<file path="config.mk">
export PLATFORM = sky130hd
export DESIGN_NAME = ppu_bg_fetcher
export DESIGN_NICKNAME = d
export VERILOG_FILES = /design/src/rtl/ppu_bg_fetcher.sv
export SDC_FILE = /design/constraint.sdc
export NUM_CORES = 1
export LEC_CHECK = 0
export ABC_AREA = 1
export CORE_MARGIN = 4
export CORE_UTILIZATION = 60
export DETAILED_ROUTE_END_ITERATION = 6
export DONT_BUFFER_PORTS = 1
export GPL_TIMING_DRIVEN = 1
export PLACE_DENSITY = 0.8
export SKIP_CTS_REPAIR_TIMING = 1
export SYNTH_ARGS = -nofsm -noshare
export SYNTH_HDL_FRONTEND = slang
export SYNTH_SLANG_ARGS = --single-unit
</file>
<file path="constraint.sdc">
create_clock -name clk -period 2.5 [get_ports clk]
set_clock_uncertainty 0.2 [all_clocks]
set_input_delay 0.5 -clock clk [delete_from_list [all_inputs] [get_ports clk]]
set_output_delay 0.5 -clock clk [all_outputs]
set_load 0.03 [all_outputs]
</file>
<file path="src/rtl/ppu_bg_fetcher.sv">
// PPU background fetcher: runs the NT/AT/pattern-lo/pattern-hi read sequence
// against a 1-cycle-latency memory port and feeds 16-bit pixel shift registers.
module ppu_bg_fetcher #(
   parameter logic [13:0] NT_BASE = 14'h2000
) (
   input  logic        clk,
   input  logic        rst_n,
   input  logic        fetch_en,
   input  logic [14:0] v_addr,
   input  logic        bg_pt_sel,
   input  logic [2:0]  fine_x,
   input  logic        shift_en,
   output logic [13:0] mem_addr,
   output logic        mem_rw,
   input  logic [7:0]  mem_q,
   output logic        inc_x,
   output logic        tile_valid,
   output logic [3:0]  pix
);

   typedef enum logic [2:0] {
      PH_NT_ADDR,
      PH_NT_DATA,
      PH_AT_ADDR,
      PH_AT_DATA,
      PH_LO_ADDR,
      PH_LO_DATA,
      PH_HI_ADDR,
      PH_HI_DATA
   } phase_t;

   phase_t      phase;
   logic [7:0]  nt_byte;
   logic [1:0]  at_bits;
   logic [7:0]  pt_lo;
   logic [15:0] sh_lo;
   logic [15:0] sh_hi;
   logic [15:0] at_lo;
   logic [15:0] at_hi;
   logic [15:0] sh_lo_nx;
   logic [15:0] sh_hi_nx;
   logic [15:0] at_lo_nx;
   logic [15:0] at_hi_nx;
   logic        reload;
   logic [2:0]  at_shift;
   logic [7:0]  at_byte;
   logic [3:0]  tap;
   logic [13:0] nt_addr;
   logic [13:0] at_addr;
   logic [13:0] pt_lo_addr;
   logic [13:0] pt_hi_addr;

   assign mem_rw = 1'b0;
   assign reload = fetch_en && (phase == PH_HI_DATA);
   assign inc_x  = reload;

   // Address is combinational so it follows v_addr even while the phase is held.
   always_comb begin
      nt_addr    = NT_BASE | {2'b00, v_addr[11:0]};
      at_addr    = NT_BASE | 14'h03C0 |
                   {2'b00, v_addr[11:10], 4'b0000, v_addr[9:7], v_addr[4:2]};
      pt_lo_addr = {1'b0, bg_pt_sel, nt_byte, 1'b0, v_addr[14:12]};
      pt_hi_addr = pt_lo_addr | 14'h0008;
      case (phase)
         PH_NT_ADDR, PH_NT_DATA: mem_addr = nt_addr;
         PH_AT_ADDR, PH_AT_DATA: mem_addr = at_addr;
         PH_LO_ADDR, PH_LO_DATA: mem_addr = pt_lo_addr;
         PH_HI_ADDR, PH_HI_DATA: mem_addr = pt_hi_addr;
         default:                mem_addr = nt_addr;
      endcase
   end

   always_comb begin
      at_shift = {v_addr[6], v_addr[1], 1'b0};
      at_byte  = mem_q >> at_shift;
   end

   // Shift first, then the reload overwrites the low byte; pattern-high is
   // forwarded straight from mem_q so it never needs its own register.
   always_comb begin
      sh_lo_nx = sh_lo;
      sh_hi_nx = sh_hi;
      at_lo_nx = at_lo;
      at_hi_nx = at_hi;
      if (shift_en) begin
         sh_lo_nx = {sh_lo[14:0], 1'b0};
         sh_hi_nx = {sh_hi[14:0], 1'b0};
         at_lo_nx = {at_lo[14:0], 1'b0};
         at_hi_nx = {at_hi[14:0], 1'b0};
      end
      if (reload) begin
         sh_lo_nx[7:0] = pt_lo;
         sh_hi_nx[7:0] = mem_q;
         at_lo_nx[7:0] = {8{at_bits[0]}};
         at_hi_nx[7:0] = {8{at_bits[1]}};
      end
   end

   always_ff @(posedge clk or negedge rst_n) begin
      if (!rst_n) begin
         phase      <= PH_NT_ADDR;
         nt_byte    <= '0;
         at_bits    <= '0;
         pt_lo      <= '0;
         sh_lo      <= '0;
         sh_hi      <= '0;
         at_lo      <= '0;
         at_hi      <= '0;
         tile_valid <= 1'b0;
      end else begin
         sh_lo      <= sh_lo_nx;
         sh_hi      <= sh_hi_nx;
         at_lo      <= at_lo_nx;
         at_hi      <= at_hi_nx;
         tile_valid <= reload;
         if (fetch_en) begin
            phase <= phase_t'(phase + 3'd1);
            case (phase)
               PH_NT_DATA: nt_byte <= mem_q;
               PH_AT_DATA: at_bits <= at_byte[1:0];
               PH_LO_DATA: pt_lo   <= mem_q;
               default: ;
            endcase
         end
      end
   end

   always_comb begin
      tap = 4'd15 - {1'b0, fine_x};
      pix = {at_hi[tap], at_lo[tap], sh_hi[tap], sh_lo[tap]};
   end

endmodule

</file>
==> flow_summary.yaml, run 1 <==
critical_path:
  cp_max_fo: 13
  crit_arrival_ns: 1.91
  cp_data_required_time_ns: 1.80
  cp-start-kind: "flip-flop"
  rrSetupSlack_ns: 0.38
  path_class: "reg -> out"
  worstSetupEndpointType: "output port"
cts:
  clock-root-buffer: "clkbuf_8"
  htree_levels: 3
  insertion_delay_ns: 0.36
  cts_tree: "done"
  clk_path_buf_depth: 2
  path_clk_slew_ns: 0.09
  numCtsBuffers: 9
  cts.sinks: 86
power_and_ir_drop:
  power_density_nw_per_um2: 1338
  power.leakage_nw: 2.459
  ir_drop_v: 0.001351
grt:
  antenna_found_initial: 0
  grt-ovfl-total: 0
  grtUsageTotal_pct: 21.84
  grt_pass1_wl_um: 14960
  grt_pass1_vias: 3348
  grt_max_degree: 87
timing:
  setup-tns-final_ns: -0.9415
  period_needed_ns: 2.611
  setup_ws_ns: -0.1106
  grt_setup_unrepaired: "yes"
  slew_headroom_pct: 64.51
  finalSetupViolations: 13
  whs_ns: -0.3802
  tightestPinTransition_ns: 0.5308
  fin_crit_sh_pct: 104.4
  maxSlewViolCount: 0
  hold_viol_final: 86
  fmax_mhz: 383.0
placed_design:
  routabilityCongestion: 0.8140
  dp.cells: 641
  io_buffers: 0
  hpwl_um: 5823
synthesis:
  syn-num-nets: 592
  synthDistinctLibCells: 23
  synthCells: 555
  netlist_area_um2: 4262
  yosys_register_bits: 86
  ys_warn_count: 0
  synth.avg_cell_area_um2: 7.679
  seq_area_frac_synth_pct: 50.50
routing:
  viasPerCell: 5.385
  vias: 3581
  drc_errors: 0
  drt_iter0_markers: 238
  first_pass_iters: 4
  antenna_left: 0
  routed_wirelength_um: 9081
  wl_per_cell_um: 13.66
layout:
  areaGrowthSynthToFinish_pct: 13.83
  fillers: 540
  drive_gt1_share_pct: 13.53
  fin_nets: 601
  fin_cells: 665
  diodes: 0
job:
  maxCapViolations: 0
floorplan:
  coreArea_um2: 6832
  std_cell_rows: 30
  start_util_pct: 62.38
  die-area_um2: 8515
  dieWidth_um: 92.28
  die_h_um: 92.28
  ios: 52
worst_hold_path:
  hold_path.class: "in -> async"
outcome:
  violations: "hold timing, setup timing"
  status: "finished, violations left"
==> power by group <==
group	switching [mW]	internal, mW
logic	1.85	1.31
registers	0.331	1.90
clock network	0.503	0.592
==> final timing paths <==
kind,start,to,depth (start not counted)
worst max-delay path,phase[1],mem_addr[9],8
worst min-delay path,rst_n,at_hi[12],0
worst max register to register,phase[1],at_lo[1],7
worst min register to register,at_hi[2],at_hi[3],2
max in group asynchronous,rst_n,phase[2],0
min in group clk,fetch_en,phase[2],1
==> Yosys cell counts (all sizes together) <==
cell | n | share of area, %
nand3 | 52 | 6.2
buf | 17 | 2.8
nand2 | 236 | 21
a21oi | 2 | 0.23
o211ai | 10 | 1.8
conb | 1 | 0.088
clkinv | 1 | 0.12
inv | 61 | 5.4
nor2 | 14 | 1.3
xor2 | 1 | 0.21
a21boi | 7 | 1.2
dfrtp | 86 | 50
o21ai | 53 | 6.2
ha | 6 | 1.8
o22ai | 1 | 0.15
clkbuf | 7 | 0.62
==> kinds of logic after synthesis <==
kind of cell | after synthesis | synth area share [%]
compound gates | 73 | 9.601
buf+inv | 86 | 8.896
simple gates | 302 | 28.95
other cells | 1 | 0.08800
xor+xnor | 1 | 0.2056
flops | 86 | 50.50
fa+ha+maj | 6 | 1.762
==> critical path: stages (launching register included) <==
cell,delay (ns)
dfrtp_1,0.45
ha_4,0.20
ha_1,0.22
inv_2,0.10
nand2_4,0.09
inv_4,0.14
nand3_1,0.13
nand2_2,0.11
buf_12,0.12
==> area by class of cell <==
| type | count | area, um2 | area share, % |
|---|---|---|---|
| multi-input cells | 383 | 1844 | 38.02 |
| clock buffers | 11 | 141.4 | 2.915 |
| repair inverters | 1 | 5.005 | 0.1032 |
| clock inverters | 5 | 81.33 | 1.677 |
| inverters | 62 | 241.5 | 4.978 |
| repair buffers | 21 | 262.8 | 5.417 |
| flip-flops and latches | 86 | 2155 | 44.42 |
| well taps | 96 | 120.1 | 2.476 |
==> state kept, by name, summed over array words and instances (netlist names) <==
name / flops
sh_lo: 16
at_hi: 16
sh_hi: 16
at_bits: 2
phase: 3
nt_byte: 8
tile_valid: 1
at_lo: 16
pt_lo: 8
==> cell usage in the layout, fill, tap and decap left out, types with 3 or more instances in the layout <==
cell	count
buf_12	7
nand2_1	216
nand2_4	5
nand3_1	49
clkbuf_8	10
nor2_1	10
o21ai_0	52
dfrtp_1	84
nor2_2	3
a21boi_0	6
nand3_2	3
buf_6	4
buf_4	9
nand2_2	14
inv_1	54
inv_2	5
o211ai_1	10
==> per-stage QoR <==
step / cell area (um2) / setup WS, ns / hold slack (ns) / total power, mW / util, %
final: 4851 / -0.1106 / -0.3802 / 6.488 / 71.01
after global routing: 4851 / -0.2079 / -0.4022 / 6.925 / 71.01
after CTS: 4652 / -0.2654 / -0.3851 / 6.061 / 68.10
after detailed placement: 4429 / 0.1400 / 0.006410 / 4.967 / 64.84
after global placement: 4429 / 0.1912 / 0.006543 / 4.882 / 64.84
after floorplan: 4262 / 0.1607 / 0.004409 / 4.031 / -
==> layer usage <==
layer | vias to the layer above | share of wire (%) | GRT usage, %
met5 | - | 0 | 0
met4 | 0 | 1.8 | 8.663
met3 | 15 | 5.6 | 5.168
met2 | 98 | 49 | 34.73
met1 | 1722 | 44 | 28.98
li1 | 1746 | - | -
No activity file was read; power rests on OpenSTA's default activity.
==> run 2, diff against run 1 <==
CTS_CLUSTER_DIAMETER = 80   (was unset)
==> results of run 2 <==
Same layout as run 1: the final DEF is identical, and so are final timing and power.
==> run 3, diff against run 2 <==
GPL_ROUTABILITY_DRIVEN = 0   (was unset)
==> results of run 3 <==
Same layout as run 1: the final DEF is identical, and so are final timing and power.
